[src/rtl/alu_seq_pkg.sv]
// Shared definitions for the ALU sequencer: state encoding, opcodes, ALU select
// bit positions, fault codes and the opcode classifier.
package alu_seq_pkg;

  typedef enum logic [3:0] {
    S_IDLE, S_T0, S_T1, S_T2, S_T3, S_T4, S_T5, S_T6, S_DONE, S_FAULT
  } state_t;

  localparam logic [4:0] OP_ADD  = 5'b00011;
  localparam logic [4:0] OP_SUB  = 5'b00100;
  localparam logic [4:0] OP_AND  = 5'b00101;
  localparam logic [4:0] OP_OR   = 5'b00110;
  localparam logic [4:0] OP_ROR  = 5'b00111;
  localparam logic [4:0] OP_ROL  = 5'b01000;
  localparam logic [4:0] OP_SHR  = 5'b01001;
  localparam logic [4:0] OP_SHRA = 5'b01010;
  localparam logic [4:0] OP_SHL  = 5'b01011;
  localparam logic [4:0] OP_MUL  = 5'b01111;
  localparam logic [4:0] OP_DIV  = 5'b10000;
  localparam logic [4:0] OP_NEG  = 5'b10001;
  localparam logic [4:0] OP_NOT  = 5'b10010;

  localparam int ALU_W    = 13;
  localparam int ALU_ADD  = 0;
  localparam int ALU_SUB  = 1;
  localparam int ALU_AND  = 2;
  localparam int ALU_OR   = 3;
  localparam int ALU_SHR  = 4;
  localparam int ALU_SHRA = 5;
  localparam int ALU_SHL  = 6;
  localparam int ALU_ROR  = 7;
  localparam int ALU_ROL  = 8;
  localparam int ALU_NEG  = 9;
  localparam int ALU_NOT  = 10;
  localparam int ALU_MUL  = 11;
  localparam int ALU_DIV  = 12;

  localparam logic [1:0] FC_NONE        = 2'b00;
  localparam logic [1:0] FC_MEM_TIMEOUT = 2'b01;
  localparam logic [1:0] FC_ILLEGAL     = 2'b10;

  typedef enum logic [1:0] {
    CLS_ILLEGAL, CLS_THREE, CLS_UNARY, CLS_MULDIV
  } op_class_t;

  typedef struct packed {
    op_class_t          cls;
    logic [ALU_W-1:0]   sel;
  } op_decode_t;

  // Illegal opcodes come back with an all-zero ALU select.
  function automatic op_decode_t decode_op(input logic [4:0] opcode);
    op_decode_t d;
    d.cls = CLS_ILLEGAL;
    d.sel = '0;
    case (opcode)
      OP_ADD:  begin d.cls = CLS_THREE;  d.sel[ALU_ADD]  = 1'b1; end
      OP_SUB:  begin d.cls = CLS_THREE;  d.sel[ALU_SUB]  = 1'b1; end
      OP_AND:  begin d.cls = CLS_THREE;  d.sel[ALU_AND]  = 1'b1; end
      OP_OR:   begin d.cls = CLS_THREE;  d.sel[ALU_OR]   = 1'b1; end
      OP_ROR:  begin d.cls = CLS_THREE;  d.sel[ALU_ROR]  = 1'b1; end
      OP_ROL:  begin d.cls = CLS_THREE;  d.sel[ALU_ROL]  = 1'b1; end
      OP_SHR:  begin d.cls = CLS_THREE;  d.sel[ALU_SHR]  = 1'b1; end
      OP_SHRA: begin d.cls = CLS_THREE;  d.sel[ALU_SHRA] = 1'b1; end
      OP_SHL:  begin d.cls = CLS_THREE;  d.sel[ALU_SHL]  = 1'b1; end
      OP_MUL:  begin d.cls = CLS_MULDIV; d.sel[ALU_MUL]  = 1'b1; end
      OP_DIV:  begin d.cls = CLS_MULDIV; d.sel[ALU_DIV]  = 1'b1; end
      OP_NEG:  begin d.cls = CLS_UNARY;  d.sel[ALU_NEG]  = 1'b1; end
      OP_NOT:  begin d.cls = CLS_UNARY;  d.sel[ALU_NOT]  = 1'b1; end
      default: begin d.cls = CLS_ILLEGAL; end
    endcase
    return d;
  endfunction

endpackage

[src/rtl/alu_sequencer_if.sv]
// Handshake, instruction and datapath-control bundle between the sequencer
// (slave side) and whatever drives start/mem_ready/ir (master side).
interface alu_sequencer_if;
  logic        start;
  logic        mem_ready;
  logic [31:0] ir;
  logic [15:0] Rin;
  logic [15:0] Rout;
  logic        HIin, LOin, PCin, IRin, Yin, Zin, MARin, MDRin;
  logic        HIout, LOout, Zhighout, Zlowout, PCout, MDRout;
  logic        IncPC, Read;
  logic [12:0] alu_sel;
  logic        busy, done, fault;
  logic [1:0]  fault_code;
  logic [15:0] instr_count;

  modport master (
    output start, mem_ready, ir,
    input  Rin, Rout, HIin, LOin, PCin, IRin, Yin, Zin, MARin, MDRin,
    input  HIout, LOout, Zhighout, Zlowout, PCout, MDRout, IncPC, Read,
    input  alu_sel, busy, done, fault, fault_code, instr_count
  );

  modport slave (
    input  start, mem_ready, ir,
    output Rin, Rout, HIin, LOin, PCin, IRin, Yin, Zin, MARin, MDRin,
    output HIout, LOout, Zhighout, Zlowout, PCout, MDRout, IncPC, Read,
    output alu_sel, busy, done, fault, fault_code, instr_count
  );
endinterface

[src/rtl/reg_decode.sv]
// 4-bit register field to 16-bit one-hot select; all zeros when disabled.
module reg_decode (
  input  logic [3:0]  field,
  input  logic        en,
  output logic [15:0] onehot
);
  always_comb begin
    onehot = '0;
    if (en) onehot[field] = 1'b1;
  end
endmodule

[src/rtl/alu_sequencer.sv]
// Fetch/execute control sequencer: walks T0..T6 for one instruction and
// Moore-decodes the datapath enables from the current state and the IR fields.
module alu_sequencer
  import alu_seq_pkg::*;
#(
  parameter int MEM_TIMEOUT = 15
) (
  input  logic clock,
  input  logic clear,
  alu_sequencer_if.slave bus
);

  localparam int WAIT_W = $clog2(MEM_TIMEOUT + 1);

  state_t             state_q, state_d;
  logic [WAIT_W-1:0]  wait_q, wait_d, wait_inc;
  logic [1:0]         fault_code_q, fault_code_d;
  logic [15:0]        instr_count_q, instr_count_d;

  logic [4:0]  opcode;
  logic [3:0]  ra, rb, rc;
  op_decode_t  dec;
  logic        unused_ir;

  logic        rin_en, rout_en;
  logic [3:0]  rin_field, rout_field;

  assign opcode    = bus.ir[31:27];
  assign ra        = bus.ir[26:23];
  assign rb        = bus.ir[22:19];
  assign rc        = bus.ir[18:15];
  assign unused_ir = ^bus.ir[14:0];
  assign dec       = decode_op(opcode);
  assign wait_inc  = wait_q + WAIT_W'(1);

  always_comb begin
    state_d       = state_q;
    wait_d        = wait_q;
    fault_code_d  = fault_code_q;
    instr_count_d = instr_count_q;
    case (state_q)
      S_IDLE: begin
        if (bus.start) begin
          state_d      = S_T0;
          fault_code_d = FC_NONE;
        end
      end
      S_T0: begin
        state_d = S_T1;
        wait_d  = '0;
      end
      S_T1: begin
        if (bus.mem_ready) begin
          state_d = S_T2;
        end else if (wait_inc == WAIT_W'(MEM_TIMEOUT)) begin
          state_d      = S_FAULT;
          fault_code_d = FC_MEM_TIMEOUT;
        end else begin
          wait_d = wait_inc;
        end
      end
      S_T2: state_d = S_T3;
      S_T3: begin
        if (dec.cls == CLS_ILLEGAL) begin
          state_d      = S_FAULT;
          fault_code_d = FC_ILLEGAL;
        end else begin
          state_d = S_T4;
        end
      end
      S_T4: state_d = S_T5;
      S_T5: state_d = (dec.cls == CLS_MULDIV) ? S_T6 : S_DONE;
      S_T6: state_d = S_DONE;
      S_DONE: begin
        state_d       = S_IDLE;
        instr_count_d = instr_count_q + 16'd1;
        fault_code_d  = FC_NONE;
      end
      S_FAULT: state_d = S_IDLE;
      default: state_d = S_IDLE;
    endcase
  end

  always_ff @(posedge clock or negedge clear) begin
    if (!clear) begin
      state_q       <= S_IDLE;
      wait_q        <= '0;
      fault_code_q  <= FC_NONE;
      instr_count_q <= '0;
    end else begin
      state_q       <= state_d;
      wait_q        <= wait_d;
      fault_code_q  <= fault_code_d;
      instr_count_q <= instr_count_d;
    end
  end

  // T3 onward reads the freshly loaded IR, so these stay combinational on state_q.
  always_comb begin
    bus.HIin     = 1'b0;
    bus.LOin     = 1'b0;
    bus.PCin     = 1'b0;
    bus.IRin     = 1'b0;
    bus.Yin      = 1'b0;
    bus.Zin      = 1'b0;
    bus.MARin    = 1'b0;
    bus.MDRin    = 1'b0;
    bus.HIout    = 1'b0;
    bus.LOout    = 1'b0;
    bus.Zhighout = 1'b0;
    bus.Zlowout  = 1'b0;
    bus.PCout    = 1'b0;
    bus.MDRout   = 1'b0;
    bus.IncPC    = 1'b0;
    bus.Read     = 1'b0;
    bus.alu_sel  = '0;
    bus.done     = 1'b0;
    bus.fault    = 1'b0;
    rin_en       = 1'b0;
    rout_en      = 1'b0;
    rin_field    = ra;
    rout_field   = rb;
    case (state_q)
      S_T0: begin
        bus.PCout = 1'b1;
        bus.MARin = 1'b1;
        bus.IncPC = 1'b1;
        bus.Zin   = 1'b1;
      end
      S_T1: begin
        bus.Zlowout = 1'b1;
        bus.PCin    = 1'b1;
        bus.Read    = 1'b1;
        bus.MDRin   = 1'b1;
      end
      S_T2: begin
        bus.MDRout = 1'b1;
        bus.IRin   = 1'b1;
      end
      S_T3: begin
        if (dec.cls != CLS_ILLEGAL) begin
          rout_en    = 1'b1;
          rout_field = (dec.cls == CLS_MULDIV) ? ra : rb;
          bus.Yin    = 1'b1;
        end
      end
      S_T4: begin
        rout_en     = 1'b1;
        rout_field  = (dec.cls == CLS_THREE) ? rc : rb;
        bus.alu_sel = dec.sel;
        bus.Zin     = 1'b1;
      end
      S_T5: begin
        bus.Zlowout = 1'b1;
        if (dec.cls == CLS_MULDIV) bus.LOin = 1'b1;
        else                       rin_en   = 1'b1;
      end
      S_T6: begin
        bus.Zhighout = 1'b1;
        bus.HIin     = 1'b1;
      end
      S_DONE:  bus.done  = 1'b1;
      S_FAULT: bus.fault = 1'b1;
      default: ;
    endcase
  end

  assign bus.busy        = (state_q inside {S_T0, S_T1, S_T2, S_T3, S_T4, S_T5, S_T6});
  assign bus.fault_code  = fault_code_q;
  assign bus.instr_count = instr_count_q;

  reg_decode u_rin_dec (
    .field  (rin_field),
    .en     (rin_en),
    .onehot (bus.Rin)
  );

  reg_decode u_rout_dec (
    .field  (rout_field),
    .en     (rout_en),
    .onehot (bus.Rout)
  );

endmodule

[src/flat_wrapper.sv]
// flat-port wrapper written by rule: the top's interface ports become plain ports
module alu_sequencer_flat import alu_seq_pkg::*;
#(
  parameter int MEM_TIMEOUT = 15
)
  (clock, clear, bus_start, bus_mem_ready, bus_ir, bus_Rin, bus_Rout, bus_HIin, bus_LOin, bus_PCin, bus_IRin, bus_Yin, bus_Zin, bus_MARin, bus_MDRin, bus_HIout, bus_LOout, bus_Zhighout, bus_Zlowout, bus_PCout, bus_MDRout, bus_IncPC, bus_Read, bus_alu_sel, bus_busy, bus_done, bus_fault, bus_fault_code, bus_instr_count);
  alu_sequencer_if bus_i ();
  input  logic clock;
  input  logic clear;
  input wire logic [$bits(bus_i.start)-1:0] bus_start;
  input wire logic [$bits(bus_i.mem_ready)-1:0] bus_mem_ready;
  input wire logic [$bits(bus_i.ir)-1:0] bus_ir;
  output wire logic [$bits(bus_i.Rin)-1:0] bus_Rin;
  output wire logic [$bits(bus_i.Rout)-1:0] bus_Rout;
  output wire logic [$bits(bus_i.HIin)-1:0] bus_HIin;
  output wire logic [$bits(bus_i.LOin)-1:0] bus_LOin;
  output wire logic [$bits(bus_i.PCin)-1:0] bus_PCin;
  output wire logic [$bits(bus_i.IRin)-1:0] bus_IRin;
  output wire logic [$bits(bus_i.Yin)-1:0] bus_Yin;
  output wire logic [$bits(bus_i.Zin)-1:0] bus_Zin;
  output wire logic [$bits(bus_i.MARin)-1:0] bus_MARin;
  output wire logic [$bits(bus_i.MDRin)-1:0] bus_MDRin;
  output wire logic [$bits(bus_i.HIout)-1:0] bus_HIout;
  output wire logic [$bits(bus_i.LOout)-1:0] bus_LOout;
  output wire logic [$bits(bus_i.Zhighout)-1:0] bus_Zhighout;
  output wire logic [$bits(bus_i.Zlowout)-1:0] bus_Zlowout;
  output wire logic [$bits(bus_i.PCout)-1:0] bus_PCout;
  output wire logic [$bits(bus_i.MDRout)-1:0] bus_MDRout;
  output wire logic [$bits(bus_i.IncPC)-1:0] bus_IncPC;
  output wire logic [$bits(bus_i.Read)-1:0] bus_Read;
  output wire logic [$bits(bus_i.alu_sel)-1:0] bus_alu_sel;
  output wire logic [$bits(bus_i.busy)-1:0] bus_busy;
  output wire logic [$bits(bus_i.done)-1:0] bus_done;
  output wire logic [$bits(bus_i.fault)-1:0] bus_fault;
  output wire logic [$bits(bus_i.fault_code)-1:0] bus_fault_code;
  output wire logic [$bits(bus_i.instr_count)-1:0] bus_instr_count;
  assign bus_i.start = bus_start;
  assign bus_i.mem_ready = bus_mem_ready;
  assign bus_i.ir = bus_ir;
  assign bus_Rin = bus_i.Rin;
  assign bus_Rout = bus_i.Rout;
  assign bus_HIin = bus_i.HIin;
  assign bus_LOin = bus_i.LOin;
  assign bus_PCin = bus_i.PCin;
  assign bus_IRin = bus_i.IRin;
  assign bus_Yin = bus_i.Yin;
  assign bus_Zin = bus_i.Zin;
  assign bus_MARin = bus_i.MARin;
  assign bus_MDRin = bus_i.MDRin;
  assign bus_HIout = bus_i.HIout;
  assign bus_LOout = bus_i.LOout;
  assign bus_Zhighout = bus_i.Zhighout;
  assign bus_Zlowout = bus_i.Zlowout;
  assign bus_PCout = bus_i.PCout;
  assign bus_MDRout = bus_i.MDRout;
  assign bus_IncPC = bus_i.IncPC;
  assign bus_Read = bus_i.Read;
  assign bus_alu_sel = bus_i.alu_sel;
  assign bus_busy = bus_i.busy;
  assign bus_done = bus_i.done;
  assign bus_fault = bus_i.fault;
  assign bus_fault_code = bus_i.fault_code;
  assign bus_instr_count = bus_i.instr_count;
  alu_sequencer #(.MEM_TIMEOUT(MEM_TIMEOUT)) u_core (.clock(clock), .clear(clear), .bus(bus_i));
endmodule
[config.mk]
export PLATFORM = sky130hd
export DESIGN_NAME = alu_sequencer_flat
export DESIGN_NICKNAME = d
export VERILOG_FILES = /design/src/rtl/alu_seq_pkg.sv /design/src/rtl/alu_sequencer_if.sv /design/src/rtl/reg_decode.sv /design/src/rtl/alu_sequencer.sv /design/src/flat_wrapper.sv
export SDC_FILE = /design/constraint.sdc
export NUM_CORES = 1
export LEC_CHECK = 0
export CAP_MARGIN = 0
export CORE_ASPECT_RATIO = 1.5
export CORE_MARGIN = 10
export CORE_UTILIZATION = 30
export DETAILED_ROUTE_END_ITERATION = 16
export GPL_ROUTABILITY_DRIVEN = 0
export PLACE_DENSITY = 0.67
export SYNTH_ARGS = -nofsm -noshare
export SYNTH_HDL_FRONTEND = slang
export SYNTH_SLANG_ARGS = --single-unit
[constraint.sdc]
create_clock -name clock -period 2.6 [get_ports clock]
set_input_delay 0.39 -clock clock [delete_from_list [all_inputs] [get_ports clock]]
set_output_delay 0.39 -clock clock [all_outputs]
set_load 0.01 [all_outputs]
* Word-level counts from Yosys, hierarchy flattened *
Cells that the tools add are included.
W data, S select, Z words.

cells by class
  magnitude comparators = 4
  reductions and logical operators = 16
  $add $sub $neg = 2
  eq/ne operators = 31
  multiplexer cells = 54

operators with widths
  kind                     count
  $mux W4                  10
  $mux W16                 2
  $pmux W4 S8              1
  $mux W1                  29
  $eq A5 B4 Y1 const B     5
  $eq A5 B3 Y1 const B     4
  $add A16 B1 Y16 const B  1
  $eq A4 B3 Y1 const B     4
  $pmux W4 S2              2
  $eq A5 B5 Y1 const B     3
  $mux W13                 1
  $eq A4 B4 Y1 const B     3
  $lt A4 B5 Y1 const B     2
  $reduce_or A9 Y1         1
  $demux W1 S4             2
  $eq A4 B2 Y1 const B     2
  $ge A4 B1 Y1 const B     2
  $mux W2                  4
  $pmux W2 S4              1
  $reduce_or A2 Y1         4
  $reduce_bool A7 Y1       1
  $ne A2 B2 Y1 const B     3
  $pmux W2 S3              1
  $eq A5 B2 Y1 const B     1
  other kinds (15)         18

word-level totals
  word-level logic and storage cells = 111
  bits in registers = 26
  input bits = 36
  output and inout port bits = 82

* Longest topological paths before layout *
  depth in word-level cells = 12
  mapped depth = 8
  depth with buffers taken out = 6

* By module *
Synthesis repeated with hierarchy kept, for this count alone.

second synthesis, totals
  cell total of the unflattened synthesis = 252
  area, all modules = 2,047.0 um^2

modules (own cells, without submodules)
  module         instances  area an instance (um^2)  seq. area each (um^2)  cells an instance
  alu_sequencer  1          1,811.7                  650.6                  206
  reg_decode     2          117.6                    0.0                    23

* Least setup slack after synthesis *
OpenSTA, ideal clock, no wires.

  path kind = input-to-output
  from = in bus_ir[30]
  to = out bus_Rout[0]
  buffers on the path = 3
  data required time = 2.210 ns
  path slack = -0.182 ns
  cell stages on the path = 8
  arrival time = 2.392 ns
  cells stage by stage = buf_2 > or3b_1 > o22a_1 > buf_6 > mux2i_1 > or4b_1 > clkbuf_1 > nor4_1

on the way
  word-level cells in the longest chain between the ends = 12
  elaborated cells on any way between the ends = 32
  classes of those cells = 2 x order compare; 15 x eq/ne; 10 x mux; 5 x reduce/logical

RTL lines
  item                                                                          RTL line              RTL
  start: declaration                                                            flat_wrapper.sv:12    input wire logic [$bits(bus_i.ir)-1:0] bus_ir;
  $eq A5 B2 Y1 (tied with other cells)                                          alu_seq_pkg.sv:56     case (opcode)
  $reduce_or A9 Y1 (no source line) / $reduce_or A2 Y1 (equally long branches)  --
  $pmux W2 S3 (*)                                                               alu_seq_pkg.sv:56
  $eq A2 B2 Y1                                                                  alu_sequencer.sv:143  rout_field = (dec.cls == CLS_MULDIV) ? ra : rb;
  $mux W4                                                                       alu_sequencer.sv:143
  $mux W4                                                                       alu_sequencer.sv:141  if (dec.cls != CLS_ILLEGAL) begin
  $pmux W4 S2                                                                   alu_sequencer.sv:123  case (state_q)
  $lt A4 B5 Y1 (implied by the code) / $ge A4 B1 Y1 (equally long branches)     reg_decode.sv:9       if (en) onehot[field] = 1'b1;
  $logic_and A1 B1 Y1 (implied by the code)                                     reg_decode.sv:9
  $mux W1 (implied by the code)                                                 reg_decode.sv:9
  $demux W1 S4                                                                  reg_decode.sv:9
  $mux W16 (*)                                                                  reg_decode.sv:9
  end: declaration                                                              flat_wrapper.sv:14    output wire logic [$bits(bus_i.Rout)-1:0] bus_Rout;

Mark *: on every way between the ends. The rest lies on a longest branch, timed or not.

* Worst setup path after layout *
  from = reg u_core.state_q[3]
  to = out bus_Rout[14]

on the way
  word-level cells in the longest chain between the ends = 7
  elaborated cells on any way between the ends = 10
  classes of those cells = 2 x order compare; 2 x eq/ne; 5 x mux; 1 x reduce/logical

RTL lines
  item                                                                       RTL line              RTL
  start: declaration                                                         alu_sequencer.sv:15   state_t state_q, state_d;
  start signal: assignment                                                   alu_sequencer.sv:91   state_q <= state_d;
  $eq A4 B3 Y1                                                               alu_sequencer.sv:123
  $pmux W4 S2                                                                alu_sequencer.sv:123
  $lt A4 B5 Y1 (implied by the code) / $ge A4 B1 Y1 (equally long branches)  reg_decode.sv:9
  $logic_and A1 B1 Y1 (implied by the code)                                  reg_decode.sv:9
  $mux W1 (implied by the code)                                              reg_decode.sv:9
  $demux W1 S4                                                               reg_decode.sv:9
  $mux W16 (*)                                                               reg_decode.sv:9

Marks and branches as above.

==> results.json <==
{
  "postSynthCellCount": 254,
  "grt_antenna_before_repair": 0,
  "synth_area_mm2": 0.00216,
  "grt_usage_pct": 14.1,
  "numCtsBuffers": 3,
  "nFillCells": 584,
  "grt_max_degree": 27,
  "worstPathRequired_ns": 2.21,
  "vdd_ir_drop_max_mv": 0.424,
  "synthDistinctLibCells": 55,
  "tightest_slew_ns": 0.568,
  "synth_edf_count": 0,
  "insertion_delay_ns": 0.26,
  "cp_slowest_stage_delay_ns": 0.42,
  "drv_cap": 0,
  "die_w_um": 89.3,
  "power_density_mw_per_mm2": 686,
  "p_leak_uw": 0.00187,
  "ctsLongestPathBuffers": 2,
  "hpwl_um": 6080,
  "finalCriticalPeriod_ns": 2.85,
  "critical_path_class": "flip-flop to output pin",
  "setup.worst_path.end_class": "output pin",
  "ioPinCount": 118,
  "dr.first_iter.drc_count": 132,
  "drcViolationCount": 0,
  "antennaDiodeCount": 0,
  "finalWorstSetupSlack_ns": -0.248,
  "multi_input_area_mm2": 0.00172,
  "routed_wl_um": 8420,
  "tritoncts": "yes",
  "setup_violations": 16,
  "rows": 37,
  "yosysWarnings": 0,
  "ys_seq_elements": 26,
  "drive_above_1_share_pct": 41.9,
  "violations": "setup timing",
  "post_synth.cell_area_avg_um2": 8.51,
  "status": "complete, but fails checks",
  "ant_nets": 0,
  "fin_skew_ns": 0.00769,
  "startpoint_type": "flip-flop",
  "grt_pass1_vias": 2527,
  "vias": 2569,
  "port_buffers": 100,
  "report.final.slew_viol_count": 0,
  "rsz0062_at_grt": "true",
  "path_buf_inv": 6,
  "dieArea_mm2": 0.0111,
  "grt_remaining_overflow": 0,
  "grt_pass1_wl_um": 12700,
  "path_max_fanout": 3,
  "place_inst": 455,
  "hold_violations": 0,
  "postSynth.topFlopCell": "dfrtp_1",
  "cts_max_level": 1,
  "crit_top_cell": "buf_4",
  "regArea_um2": 651,
  "coreArea_mm2": 0.00694,
  "synth_seq_area_share_pct": 30.1,
  "final_cells": 493,
  "fmax_ghz": 0.351,
  "clock-root-buffer": "clkbuf_8",
  "syn2layout_area_growth_pct": 88.9,
  "critPathArrivalTime_ns": 2.46,
  "routed_via_density": 5.21,
  "cts_num_sinks": 26,
  "crit_path_top_delay_cell": "dfrtp_1",
  "wl_per_cell_um": 17.1,
  "slew_headroom_pct": 61.8,
  "power.total_uw": 2800,
  "postSynth.asyncResetShare_pct": 100,
  "min_period_over_period_pct": 110,
  "start_util_pct": 31.1,
  "holdCritPathClass": "input port to asynchronous set/reset pin",
  "nets": 456,
  "drt_first_pass_iters": 4,
  "cp_cell_sequence": "buf_6 -> nor4b_4 -> buf_4 -> nand2_2 -> mux2i_2 -> buf_4 -> o211ai_1 -> buf_4 -> buf_6 -> nor4_4 -> buf_2",
  "die_y_um": 124,
  "clk_pin_slew_ns": 0.09,
  "cp_top_family": "buffers and inverters"
}
## final timing paths
check / slack (ns) / depth (start not counted) / startpoint / end
min in group clock: 0.48 / 1 / u_core.bus.instr_count[15] / u_core.bus.instr_count[15]
worst min-delay path: 0.48 / 2 / clear / u_core.bus.instr_count[15]
worst max register to register: 0.34 / 9 / u_core.state_q[3] / u_core.bus.instr_count[15]
worst max-delay path: -0.25 / 11 / u_core.state_q[3] / bus_Rout[14]
max in group asynchronous: 1.86 / 2 / clear / u_core.bus.instr_count[7]
worst min register to register: 0.48 / 1 / u_core.bus.instr_count[15] / u_core.bus.instr_count[15]
## cell usage after synthesis (all sizes together) (4+ instances only)
cell / instances / share of area (%)
o221ai: 4 / 2.2
nand3b: 5 / 1.7
nand2b: 9 / 2.6
clkbuf: 4 / 0.69
nand4: 4 / 1.2
xnor2: 11 / 4.5
mux2i: 6 / 2.8
or3: 4 / 1.2
nor3: 13 / 3.0
o21ai: 4 / 0.93
inv: 4 / 0.69
xor2: 5 / 2.0
a21oi: 7 / 1.6
nand2: 18 / 3.1
or3b: 4 / 1.6
dfrtp: 26 / 30
nor4: 19 / 5.5
nor2: 32 / 5.6
buf: 19 / 6.0
nand3: 7 / 1.6
## area by class of cell
| type | instances | share of cell area [%] |
|---|---|---|
| timing repair buffer | 180 | 38.1 |
| clock buffer | 3 | 1.01 |
| multi-input combinational | 201 | 42.1 |
| tap | 78 | 2.39 |
| inverter | 5 | 0.460 |
| sequential | 26 | 15.9 |
## per-stage QoR
stage | instance area, µm² | util [%] | hold slack, ns | setup slack [ns] | TNS (ns)
final | 4080 | 58.8 | 0.479 | -0.248 | -2.81
after global routing | 4080 | 58.8 | 0.487 | -0.375 | -4.49
after CTS | 3770 | 54.3 | 0.483 | -0.211 | -2.44
after detailed placement | 3520 | 50.6 | 0.464 | -0.939 | -23.88
after global placement | 3520 | 50.6 | 0.462 | -0.923 | -23.23
after floorplan | 2250 | - | 0.0944 | -0.114 | -0.512
## flip-flops by register name, summed over array words and instances (netlist names)
name	count
u_core.bus.fault_code	2
u_core.bus.instr_count	16
u_core.wait_q	4
u_core.state_q	4
## power breakdown
part / switching (µW) / leakage (µW) / internal (µW)
clock network: 115 / 0.0000216 / 103
logic: 982 / 0.00149 / 1040
registers: 80.2 / 0.000352 / 483
total: 1180 / 0.00187 / 1620
## placed cells by master, fill, tap and decap left out, types with 4 or more instances in the layout
| cell | instances |
|---|---|
| nor4_2 | 8 |
| xnor2_1 | 11 |
| dlymetal6s2s_1 | 5 |
| dfrtp_1 | 26 |
| clkbuf_2 | 8 |
| nor3_1 | 8 |
| dlygate4sd2_1 | 14 |
| nand3b_1 | 5 |
| buf_4 | 63 |
| nand2b_1 | 7 |
| inv_1 | 4 |
| nand3_1 | 6 |
| nand4_1 | 4 |
| clkdlybuf4s50_1 | 47 |
| xor2_1 | 5 |
| nor4_4 | 8 |
| a21oi_1 | 7 |
| nor3_2 | 5 |
| buf_6 | 17 |
| buf_2 | 19 |
| nor2_1 | 31 |
| nand2_1 | 15 |
| o21ai_0 | 4 |
## logic make-up (layout without fill, tap and decap cells)
group | count (synthesis) | count (layout) | synth area share (%)
fa+ha+maj | 3 | 3 | 1.74
mux | 9 | 9 | 4.34
other cells | 1 | 2 | 0.174
simple gates | 136 | 136 | 35.8
xor+xnor | 16 | 16 | 6.49
flops | 26 | 26 | 30.1
buf+inv | 28 | 188 | 7.58
compound gates | 35 | 35 | 13.7
## routing by layer
layer / GRT usage, % / share of wire (%) / wire length, µm / vias to the layer above
met4: 2.99 / 0.72 / 61 / 0
li1: - / - / - / 1246
met1: 14.8 / 37 / 3130 / 1237
met3: 4.05 / 7.4 / 621 / 6
met5: 0 / 0 / 0 / -
met2: 26.6 / 55 / 4610 / 80
## repair_timing
item,4_1_cts,5_1_grt
cloned,0,0
resized for setup,163,64
hold buffers,0,0
setup buffers,18,18
pin swaps,23,25
setup endpoints to repair,47,38
Power figures use the tool's default switching activity.
